==> src/rtl/m_axil_cmd_master.sv <==
// AXI4-Lite master: turns a single-beat command/response stream into AXI-Lite
// read and write transactions, one transaction outstanding at a time.
//
// state     | meaning
// ----------+-------------------------------------------------
// S_IDLE    | ready for a command (CMD_READY high)
// S_WR      | AW and W offered, waiting for both handshakes
// S_WR_RESP | BREADY high, waiting for the write response
// S_RD_ADDR | AR offered, waiting for ARREADY
// S_RD_DATA | RREADY high, waiting for read data
// S_RSP     | response held on RSP_* until RSP_READY
module m_axil_cmd_master #(
    parameter int M_AXI_ADDR_WIDTH = 6,
    parameter int M_AXI_DATA_WIDTH = 32
) (
    input  logic                            ACLK,
    input  logic                            ARESET,
    input  logic                            CMD_VALID,
    output logic                            CMD_READY,
    input  logic                            CMD_WRITE,
    input  logic [M_AXI_ADDR_WIDTH-1:0]     CMD_ADDR,
    input  logic [M_AXI_DATA_WIDTH-1:0]     CMD_WDATA,
    input  logic [M_AXI_DATA_WIDTH/8-1:0]   CMD_WSTRB,
    output logic                            RSP_VALID,
    input  logic                            RSP_READY,
    output logic                            RSP_WRITE,
    output logic [M_AXI_DATA_WIDTH-1:0]     RSP_RDATA,
    output logic [1:0]                      RSP_RESP,
    output logic                            BUSY,
    output logic [M_AXI_ADDR_WIDTH-1:0]     AWADDR,
    output logic                            AWVALID,
    input  logic                            AWREADY,
    output logic [M_AXI_DATA_WIDTH-1:0]     WDATA,
    output logic [M_AXI_DATA_WIDTH/8-1:0]   WSTRB,
    output logic                            WVALID,
    input  logic                            WREADY,
    input  logic [1:0]                      BRESP,
    input  logic                            BVALID,
    output logic                            BREADY,
    output logic [M_AXI_ADDR_WIDTH-1:0]     ARADDR,
    output logic                            ARVALID,
    input  logic                            ARREADY,
    input  logic [M_AXI_DATA_WIDTH-1:0]     RDATA,
    input  logic [1:0]                      RRESP,
    input  logic                            RVALID,
    output logic                            RREADY
);

    typedef enum logic [2:0] {
        S_IDLE, S_WR, S_WR_RESP, S_RD_ADDR, S_RD_DATA, S_RSP
    } state_t;

    state_t                          state_q, state_d;
    logic                            cmd_ready_q, cmd_ready_d;
    logic                            awvalid_q, awvalid_d;
    logic                            wvalid_q, wvalid_d;
    logic                            bready_q, bready_d;
    logic                            arvalid_q, arvalid_d;
    logic                            rready_q, rready_d;
    logic                            rsp_valid_q, rsp_valid_d;
    logic                            rsp_write_q, rsp_write_d;
    logic [M_AXI_ADDR_WIDTH-1:0]     awaddr_q, awaddr_d;
    logic [M_AXI_ADDR_WIDTH-1:0]     araddr_q, araddr_d;
    logic [M_AXI_DATA_WIDTH-1:0]     wdata_q, wdata_d;
    logic [M_AXI_DATA_WIDTH/8-1:0]   wstrb_q, wstrb_d;
    logic [M_AXI_DATA_WIDTH-1:0]     rsp_rdata_q, rsp_rdata_d;
    logic [1:0]                      rsp_resp_q, rsp_resp_d;

    always_ff @(posedge ACLK or negedge ARESET) begin
        if (!ARESET) begin
            state_q     <= S_IDLE;
            cmd_ready_q <= 1'b0;
            awvalid_q   <= 1'b0;
            wvalid_q    <= 1'b0;
            bready_q    <= 1'b0;
            arvalid_q   <= 1'b0;
            rready_q    <= 1'b0;
            rsp_valid_q <= 1'b0;
            rsp_write_q <= 1'b0;
            awaddr_q    <= '0;
            araddr_q    <= '0;
            wdata_q     <= '0;
            wstrb_q     <= '0;
            rsp_rdata_q <= '0;
            rsp_resp_q  <= '0;
        end else begin
            state_q     <= state_d;
            cmd_ready_q <= cmd_ready_d;
            awvalid_q   <= awvalid_d;
            wvalid_q    <= wvalid_d;
            bready_q    <= bready_d;
            arvalid_q   <= arvalid_d;
            rready_q    <= rready_d;
            rsp_valid_q <= rsp_valid_d;
            rsp_write_q <= rsp_write_d;
            awaddr_q    <= awaddr_d;
            araddr_q    <= araddr_d;
            wdata_q     <= wdata_d;
            wstrb_q     <= wstrb_d;
            rsp_rdata_q <= rsp_rdata_d;
            rsp_resp_q  <= rsp_resp_d;
        end
    end

    always_comb begin
        state_d     = state_q;
        awvalid_d   = awvalid_q;
        wvalid_d    = wvalid_q;
        bready_d    = bready_q;
        arvalid_d   = arvalid_q;
        rready_d    = rready_q;
        rsp_valid_d = rsp_valid_q;
        rsp_write_d = rsp_write_q;
        awaddr_d    = awaddr_q;
        araddr_d    = araddr_q;
        wdata_d     = wdata_q;
        wstrb_d     = wstrb_q;
        rsp_rdata_d = rsp_rdata_q;
        rsp_resp_d  = rsp_resp_q;

        case (state_q)
            S_IDLE: begin
                if (CMD_VALID && cmd_ready_q) begin
                    if (CMD_WRITE) begin
                        state_d   = S_WR;
                        awaddr_d  = CMD_ADDR;
                        wdata_d   = CMD_WDATA;
                        wstrb_d   = CMD_WSTRB;
                        awvalid_d = 1'b1;
                        wvalid_d  = 1'b1;
                    end else begin
                        state_d   = S_RD_ADDR;
                        araddr_d  = CMD_ADDR;
                        arvalid_d = 1'b1;
                    end
                end
            end
            S_WR: begin
                // AW and W retire independently; leave once neither is pending
                awvalid_d = awvalid_q && !AWREADY;
                wvalid_d  = wvalid_q && !WREADY;
                if (!awvalid_d && !wvalid_d) begin
                    state_d  = S_WR_RESP;
                    bready_d = 1'b1;
                end
            end
            S_WR_RESP: begin
                if (BVALID) begin
                    state_d     = S_RSP;
                    bready_d    = 1'b0;
                    rsp_valid_d = 1'b1;
                    rsp_write_d = 1'b1;
                    rsp_rdata_d = '0;
                    rsp_resp_d  = BRESP;
                end
            end
            S_RD_ADDR: begin
                if (ARREADY) begin
                    state_d   = S_RD_DATA;
                    arvalid_d = 1'b0;
                    rready_d  = 1'b1;
                end
            end
            S_RD_DATA: begin
                if (RVALID) begin
                    state_d     = S_RSP;
                    rready_d    = 1'b0;
                    rsp_valid_d = 1'b1;
                    rsp_write_d = 1'b0;
                    rsp_rdata_d = RDATA;
                    rsp_resp_d  = RRESP;
                end
            end
            S_RSP: begin
                if (RSP_READY) begin
                    state_d     = S_IDLE;
                    rsp_valid_d = 1'b0;
                end
            end
            default: state_d = S_IDLE;
        endcase

        // registered so a new command is only offered the cycle after the response retires
        cmd_ready_d = (state_d == S_IDLE);
    end

    assign CMD_READY = cmd_ready_q;
    assign BUSY      = (state_q != S_IDLE);
    assign AWVALID   = awvalid_q;
    assign WVALID    = wvalid_q;
    assign BREADY    = bready_q;
    assign ARVALID   = arvalid_q;
    assign RREADY    = rready_q;
    assign RSP_VALID = rsp_valid_q;
    assign RSP_WRITE = rsp_write_q;
    assign RSP_RDATA = rsp_rdata_q;
    assign RSP_RESP  = rsp_resp_q;
    assign AWADDR    = awaddr_q;
    assign ARADDR    = araddr_q;
    assign WDATA     = wdata_q;
    assign WSTRB     = wstrb_q;

endmodule

==> config.mk <==
export PLATFORM = sky130hd
export DESIGN_NAME = m_axil_cmd_master
export DESIGN_NICKNAME = d
export VERILOG_FILES = /design/src/rtl/m_axil_cmd_master.sv
export SDC_FILE = /design/constraint.sdc
export NUM_CORES = 1
export LEC_CHECK = 0
export CAP_MARGIN = 20
export CORE_MARGIN = 3
export CORE_UTILIZATION = 41
export DETAILED_ROUTE_END_ITERATION = 10
export GPL_TIMING_DRIVEN = 0
export PLACE_DENSITY = 0.84
export SETUP_SLACK_MARGIN = 0.4
export SYNTH_ARGS = -nofsm -noshare
export SYNTH_HDL_FRONTEND = slang
export SYNTH_SLANG_ARGS = --single-unit
==> constraint.sdc <==
create_clock -name ACLK -period 2.5 [get_ports ACLK]
set_input_delay 0.375 -clock ACLK [delete_from_list [all_inputs] [get_ports ACLK]]
set_output_delay 0.375 -clock ACLK [all_outputs]
set_load 0.005 [all_outputs]
==> results of run 1 <==
[worst max-delay path: cells and delay by family (launching register included)]
kind,cells,cell delay (ps)
flip-flops,1,380
AND/OR/NAND/NOR,1,380
buffers and inverters,3,550
[cell type report]
type,instances,area (um^2),share of cell area [%]
Sequential cell,93,2330,38.5
Timing Repair Buffer,180,1820,30.1
Multi-Input combinational cell,198,1430,23.7
Tap cell,126,158,2.61
Clock buffer,10,138,2.28
Buffer,18,115,1.91
Clock inverter,5,36.3,0.601
Inverter,4,15.0,0.249
[power by group]
| group | internal (mW) | leakage (nW) | total (mW) | switching [mW] |
|---|---|---|---|---|
| Combinational | 2.10 | 1.40 | 3.28 | 1.18 |
| Sequential | 2.21 | 1.18 | 2.62 | 0.407 |
| Clock | 0.385 | 0.0808 | 0.906 | 0.521 |
[cell usage after synthesis (3+ instances only)]
cell type	number	area (um^2)
dfrtp_1	93	2330
nand2_1	74	278
mux2_4	38	571
o21ai_0	38	190
clkbuf_1	11	41.3
mux2_2	10	113
nor2_1	7	26.3
buf_6	6	67.6
inv_1	4	15.0
mux2i_1	4	40.0
a21o_1	3	22.5
[timing repair]
item | 4_1_cts | 5_1_grt
setup endpoints to repair | 1 | 30
gates resized for setup | 1 | 5
hold endpoints to repair | 32 | 0
pin swaps | 0 | 0
hold buffers | 1 | 0
[kinds of logic (layout without fill, tap and decap cells)]
group                  Yosys count  after routing  share of synthesized area (%)
and+or+nand+nor                 95             95                           10.7
DFF                             93             93                           59.9
muxes                           52             52                           18.6
AOI/OAI and AO/OA               51             51                           7.47
buffers and inverters           22            217                           3.28
[how the worst max path moves through the flow]
stage	from	slack, ps	cells after the start	to
after floorplan	state_q[2]	730	5	ARADDR[0]
after global placement	ARESET	-2230	1	RSP_RDATA[12]
after detailed placement	RVALID	200	7	RSP_RDATA[17]
after CTS	state_q[0]	410	5	RSP_RDATA[8]
after global routing	state_q[2]	410	4	BUSY
final	state_q[2]	470	4	BUSY
[flip-flops by register name (all words and copies together), names as in the netlist, 2 cells and up]
| signal | flops |
|---|---|
| RSP_RDATA | 32 |
| AWADDR | 6 |
| RSP_RESP | 2 |
| ARADDR | 6 |
| state_q | 3 |
| WSTRB | 4 |
| WDATA | 32 |
[stage by stage]
| stage | power (mW) | cell area [um^2] | hold slack [ps] |
|---|---|---|---|
| finish | 6.80 | 6040 | 487 |
| global route | 7.28 | 6040 | 513 |
| CTS | 6.88 | 6030 | 493 |
| detailed placement | 5.96 | 5850 | 363 |
| global placement | 5.81 | 5820 | 461 |
| floorplan | 3.99 | 3880 | 79.4 |
[cells in the final DEF (no fill, tap or decap), drive strengths merged]
cell           Yosys  final
clkdlybuf4s50      0    176
dfrtp             93     93
nand2             75     75
mux2              48     48
o21ai             38     38
clkbuf            11     21
buf                7      9
nor2               8      8
inv                4      5
mux2i              4      4
a21o               3      3
clkinvlp           0      3
nor2b              2      2
nand2b             2      2
o32a               2      2
nand3b             2      2
a22oi              2      2
a21oi              2      2
nor3               2      2
or3                1      1
nor4               1      1
a311o              1      1
a211o              1      1
o21a               1      1
nor4bb             1      1
nand4              1      1
a31oi              1      1
clkinv             0      1
dlygate4sd3        0      1
dlygate4sd2        0      1
[metal layers]
layer  share of wire (%)  global-route usage (%)  vias up
met3                 9.0                    5.03       15
met5                   0                       0        -
li1                    -                       -     1445
met4                 1.5                    6.08        0
met2                  49                    32.1      141
met1                  41                    25.0     1446
==> flow_summary.ini, run 1 <==
[synthesis]
avgSynthCellArea_um2 = 12.4
ys_types = 30
synth_area_mm2 = 0.00388
seq_area_frac_synth_pct = 59.9
syn_nets = 401
synth_cells = 313
synthArstFlopShare_pct = 100
ys_seq_elements = 93
synth_warnings = 0
ys.flop_type = dfrtp_1
synth-edff-count = 0

[worst_setup_path]
cp_cell_sequence = buf_6 -> or3_1 -> buf_6 -> dlygate4sd2_1
startpoint_type = register
path_max_fanout = 10
critPathRequiredTime_ps = 2120
path_common_cell = buf_6
worstSetupPathType = register to output port
reg2reg_slack_ps = 560
worstReg2RegEnd = ARADDR[2]
r2r-start = state_q[2]
cp.arrival_ps = 1650
reg2reg_depth = 5
critical_path.slowest_cell = dfrtp_1
slowest_delay_ps = 380
critPathCaptureType = output port

[layout]
syn_to_final_growth_pct = 55.4
drive_gt1_share_pct = 15.2
n_antenna_cell = 0
layoutNonFillerInstCount = 634
fillers = 661
final_nets = 592
finalCoreUtilization_pct = 67.3

[floorplanning]
io_pins = 179
num_rows = 34
die_x_um = 103
die_h_um = 103
initial_utilization_pct = 43.3
die_area_mm2 = 0.0107
core_mm2 = 0.00898

[sta]
min_period_ps = 2030
fin_worst_skew_ps = 14.4
setup_viol = 0
slew_headroom_pct = 68.8
post-route-period-util_pct = 81.0
fin_ws_ps = 475
fmax_mhz = 494
rsz0062_at_grt = no
tightest_slew_ps = 468
fin_tns_setup_ps = 0
finalHoldViolations = 0
drv_slew = 0

[detailed_routing]
routed-via-count = 3047
vias_per_cell = 4.81
wl_um = 10400
dr.pass1.iters = 5
antenna_left = 0
drtIter0Drc = 101
route.detailed.drc = 0
post_drt_wl_per_cell_um = 16.3

[global_routing]
grt_pass1_wl_um = 16200
antenna_found_initial = 0
grt_usage_pct = 19.4
grt_pass1_vias = 3253
overflow = 0
grt_max_degree = 62

[clocking]
clkTransAtPathRegs_ps = 90
cts_buffers = 9
clkSinkCount = 93
cts_tree = built
cts_max_level = 3
clockBufferDepth = 2
post_cts_buffers = 0
clock_latency_ps = 350
cts_root_buf = clkbuf_8

[placed_design]
gp_congestion = 0.872
hpwl_um = 7890
io_buffers = 178
placed_cells = 618
place_ws_ps = 202

[min_path]
hold_class = register to register
hold_depth = 2
min_from = RSP_RDATA[22]
min_to = RSP_RDATA[22]

[pwr]
leakagePower_nw = 2.66
ir_drop_mv = 0.494
powerDensity_mw_per_mm2 = 1130

[outcome]
outcome = finished clean

[flow_run]
cap_violations = 0
(Power assumes the default switching activity.)
==> inputs of run 2 (changes only) <==
- clock period: 2.5 -> 2.1 ns (I/O delays scaled with it)
==> run 2 against run 1 <==
Net effect:
- global-route usage increased by 0.46 points
- register-to-register slack got worse by 270 ps
- clock skew increased by 3.7 ps
- total power increased by 24%
- final cell count increased by 2.7%
- critical path type is now register to register
==> flow_summary.ini, run 2 (synthesis gave the netlist of run 1 again) <==
[outcome]
outcome = finished clean

[sta]
drv_slew = 0
min_period_ps = 1810
fmax_mhz = 552
slew_headroom_pct = 58.6
finalHoldViolations = 0
fin_ws_ps = 288
holdWs_ps = 488
tightest_slew_ps = 621
rsz0062_at_grt = yes
fin_worst_skew_ps = 18.1
setup_viol = 0
post-route-period-util_pct = 86.3

[global_routing]
antenna_found_initial = 0
grt_pass1_vias = 3358
use_met2_pct = 35.3
overflow = 0
use_met3_pct = 6.37
grt_max_degree = 48
grt_usage_pct = 19.9
grt_pass1_wl_um = 16400
grt.busiest_layer = met2
met1_usage_pct = 23.1

[worst_setup_path]
critPathRequiredTime_ps = 2320
worstReg2RegEnd = AWADDR[5]
critPathTopFamily = simple AND/OR/NAND/NOR gates
reg2reg_slack_ps = 290
slowest_delay_ps = 380
critical_path.slowest_cell = dfrtp_1
path_common_cell = buf_6
cp_cell_sequence = buf_6 -> or3_4 -> buf_6 -> nor2_4 -> nand2_8 -> buf_12 -> mux2_4
startpoint_type = register
critPathCaptureType = register
reg2reg_depth = 7
worstSetupPathType = register to register
path_max_fanout = 10
path_buf_inv = 3
r2r-start = state_q[2]
cp.arrival_ps = 2030

[detailed_routing]
routed-via-count = 3163
dr.pass1.iters = 4
vias_per_cell = 4.86
route.detailed.drc = 0
drtIter0Drc = 61
wl_um = 10800
antenna_left = 0
post_drt_wl_per_cell_um = 16.6

[layout]
n_antenna_cell = 0
finalCoreUtilization_pct = 70.2
layout_common_cells = clkdlybuf4s50_1 (176), dfrtp_1 (92), nand2_1 (74)
syn_to_final_growth_pct = 62.3
layoutNonFillerInstCount = 651
final_nets = 608
drive_gt1_share_pct = 20.2
final_common_cell = clkdlybuf4s50_1

[floorplanning]
die_x_um = 103
core_mm2 = 0.00898
initial_utilization_pct = 43.3
die_h_um = 103
die_area_mm2 = 0.0107
num_rows = 34
io_pins = 179

[placed_design]
place_ws_ps = -92.2
placed_cells = 618
hpwl_um = 8110
io_buffers = 178
gp_congestion = 0.827

[clocking]
cts_max_level = 3
cts_tree = built
clockBufferDepth = 2
cts_root_buf = clkbuf_8
cts_buffers = 9
clock_latency_ps = 350
clkSinkCount = 93
clkTransAtPathRegs_ps = 100

[min_path]
min_from = RSP_RDATA[16]
min_to = RSP_RDATA[16]
hold_class = register to register
hold_depth = 2

[pwr]
powerDensity_mw_per_mm2 = 1340
ir_drop_mv = 0.680
leakagePower_nw = 2.81

[flow_run]
cap_violations = 0
==> run 2: cell types whose count changed in the layout (fill, tap and decap cells not counted), sizes merged <==
cell	delta
dlygate4sd2	-1
clkinv	+2
buf	+18
clkinvlp	-1
clkbuf	-1
==> run 2: area by class of cell <==
cell class,instances,area (um^2)
buffer,18,168
clock buffer,10,138
clock inverter,6,46.3
fill,652,2670
inverter,4,15.0
multi-input combinational,198,1490
sequential,93,2330
tap,126,158
timing repair buffer,196,1960
==> run 2: layer usage <==
| metal | wire length [um] | share of wire, % | vias up |
|---|---|---|---|
| met5 | 0 | 0 | - |
| met4 | 174 | 1.6 | 0 |
| met3 | 973 | 9.0 | 16 |
| met2 | 5470 | 51 | 130 |
| met1 | 4190 | 39 | 1548 |
| li1 | - | - | 1469 |
==> run 2: power by group <==
part           internal (mW)  total (mW)  switching (mW)
Combinational           2.74        4.23            1.49
Clock                  0.469        1.10           0.634
Sequential              2.63        3.12           0.486
Total                   5.85        8.45            2.61
==> run 2: per-stage QoR <==
stage,total power [mW],TNS [ps],instance area (um^2)
finish,8.45,0,6300
global route,9.02,0,6300
CTS,8.31,0,6150
detailed placement,7.10,-700,5860
global placement,6.93,-239910,5840
floorplan,4.75,0,3900
==> run 2: worst max path at each step <==
stage,startpoint,depth (start not counted),to,slack (ps)
after floorplan,state_q[2],5,ARADDR[0],330
after global placement,ARESET,1,RSP_RDATA[9],-2580
after detailed placement,BVALID,7,RSP_RDATA[17],-90
after CTS,state_q[2],7,AWADDR[5],310
after global routing,state_q[2],7,AWADDR[5],250
final,state_q[2],7,AWADDR[5],290
==> run 2: repair_timing <==
| action | in CTS | in global routing |
|---|---|---|
| pin swaps | 2 | 3 |
| hold buffers | 1 | 0 |
| setup endpoints to repair | 82 | 75 |
| endpoints found under the hold margin | 29 | 0 |
| setup buffers | 8 | 7 |
| resized for setup | 13 | 32 |
| cloned | 0 | 1 |
==> run 2: worst register-to-register path: cells and delay by family, from the launching register on <==
kind | cells | cell delay, ps
buffers and inverters | 3 | 430
multiplexers | 1 | 310
AND/OR/NAND/NOR | 3 | 560
flip-flops | 1 | 380
==> inputs of run 3 (changes only) <==
- clock period: 2.1 -> 1.7 ns (I/O delays scaled with it)
==> run 3 against run 2 <==
Net effect:
- largest cell class is now buffers
- design area is 13% higher
- combinational power is 56% higher
- fmax is 3.2% higher
- hold slack got worse by 41 ps
- via count rose by 11%
- register-to-register slack worse by 340 ps
- die area stayed put
- the flow now finishes with violations (setup timing)
- total power up 44%
- non-clock buffer count rose by 63
- global-route usage rose by 0.47 points
==> flow_summary.ini, run 3 (synthesis gave the netlist of run 1 again) <==
[outcome]
outcome = finished, violations left
violations = setup timing

[layout]
final_area_mm2 = 0.00711
layoutNonFillerInstCount = 714
syn_to_final_growth_pct = 83.0
n_antenna_cell = 0
final_common_cell = dfrtp_1
finalCoreUtilization_pct = 79.2
final_nets = 672
fillers = 540
drive_gt1_share_pct = 38.6
layout_common_cells = dfrtp_1 (92), clkdlybuf4s50_1 (86), buf_4 (66)

[floorplanning]
io_pins = 179
initial_utilization_pct = 43.3
die_area_mm2 = 0.0107
num_rows = 34
core_mm2 = 0.00898
die_h_um = 103
die_x_um = 103

[pwr]
ir_drop_mv = 0.907
combPwrFrac_pct = 54.3
p_int_mw = 8.27
leakagePower_nw = 3.48
p_sw_share_pct = 32.0
clkPwrFrac_pct = 14.1
seqPwrFrac_pct = 31.5
switchingPower_mw = 3.89
powerDensity_mw_per_mm2 = 1710

[clocking]
clock_latency_ps = 340
cts_buffers = 9
cts_max_level = 3
clkTransAtPathRegs_ps = 100
clkSinkCount = 93
cts_tree = built
clockBufferDepth = 2
cts_root_buf = clkbuf_8

[worst_setup_path]
path_max_fanout = 10
critPathTopFamily = simple AND/OR/NAND/NOR gates
critPathCaptureType = register
path_common_cell = buf_6
startpoint_type = register
cp.arrival_ps = 1970
critPathRequiredTime_ps = 1920
critical_path.slowest_cell = dfrtp_1
path_buf_inv = 3
cp_cell_sequence = buf_6 -> or3_4 -> buf_6 -> nor2_4 -> nand2_4 -> buf_8 -> mux2_4
slowest_delay_ps = 380
worstSetupPathType = register to register

[global_routing]
overflow = 0
grt_max_degree = 50
grt.busiest_layer = met2
use_met3_pct = 4.69
grt_pass1_wl_um = 16800
grt_pass1_vias = 3430
met1_usage_pct = 25.1
use_met2_pct = 35.9
antenna_found_initial = 0
grt_usage_pct = 20.3

[placed_design]
place_ws_ps = -225
placed_cells = 618
hpwl_um = 7400
placed_area_mm2 = 0.00590
io_buffers = 178
gp_congestion = 0.819

[detailed_routing]
dr.pass1.iters = 4
antenna_left = 0
routed-via-count = 3507
vias_per_cell = 4.91
drtIter0Drc = 99
route.detailed.drc = 0
post_drt_wl_per_cell_um = 17.5
wl_um = 12500

[sta]
min_period_ps = 1760
fmax_mhz = 570
tightest_slew_ps = 617
post-route-period-util_pct = 103
slew_headroom_pct = 58.9
rsz0062_at_grt = yes
holdWs_ps = 448
setup_viol = 55
finalHoldViolations = 0
fin_ws_ps = -55.0
drv_slew = 0
fin_worst_skew_ps = 14.0

[flow_run]
cap_violations = 0

[min_path]
hold_class = input port to register
[run 3: changes by cell type in the layout (fill, tap and decap cells not counted), sizes merged]
cell	delta
clkdlybuf4s50	-90
buf	+66
dlygate4sd2	+56
clkdlybuf4s15	+33
bufinv	+3
clkinv	-3
a21o	+1
clkbuf	-1
clkinvlp	-1
inv	-1
[run 3: timing repair]
item                       4_1_cts  5_1_grt
setup buffers                   40       35
gates cloned                     5        0
gates resized for setup        182       89
pin swaps                       32        9
setup endpoints to repair      180      146
hold endpoints to repair        44        0
hold buffers                     1        0
[run 3: area by class of cell]
cell class	count	area [um^2]	share of cell area [%]
inverter	4	15.0	0.211
timing repair buffer	259	2410	34.0
buffer	18	236	3.33
clock buffer	11	131	1.85
multi-input combinational	199	1730	24.3
clock inverter	4	97.6	1.37
tap	126	158	2.22
sequential	93	2330	32.8
[run 3: metal layers]
layer | wire, um | up-vias
li1 | - | 1606
met1 | 4970 | 1748
met3 | 676 | 18
met5 | 0 | -
met4 | 200 | 0
met2 | 6620 | 135
[run 3: final timing paths]
path                                      end  depth (start not counted)  slack, ps       start
worst max-delay path                WDATA[30]                          7        -60  state_q[2]
worst min-delay path            RSP_RDATA[10]                          3        450   RDATA[10]
worst min register to register        ARVALID                          1        480     ARVALID
worst max register to register      WDATA[30]                          7        -60  state_q[2]
max in group asynchronous           WDATA[11]                          3        580      ARESET
min in group asynchronous           AWADDR[3]                          2        460      ARESET
[run 3: power groups by stage]
| stage | combinational, mW | sequential (mW) | clock, mW |
|---|---|---|---|
| after global placement | 4.81 | 3.82 | 0 |
| after global routing | 7.04 | 3.94 | 1.86 |
| final | 6.60 | 3.84 | 1.72 |
| after CTS | 5.46 | 3.78 | 1.75 |
| after floorplan | 2.05 | 3.91 | 0 |
| after detailed placement | 4.91 | 3.87 | 0 |
[run 3: metrics by stage]
step           total power, mW  setup TNS [ps]
2_1_floorplan             5.96           -2540
3_3_place_gp              8.64         -279040
3_5_place_dp              8.78           -7490
4_1_cts                   11.0           -1980
5_1_grt                   12.8           -6770
6_report                  12.2           -1810
[run 3: worst reg2reg max path, stage by stage (launching register included)]
cell and delay (ps):
dfrtp_1 380, buf_6 120, or3_4 320, buf_6 140, nor2_4 90, nand2_4 110, buf_8 180, mux2_4 310
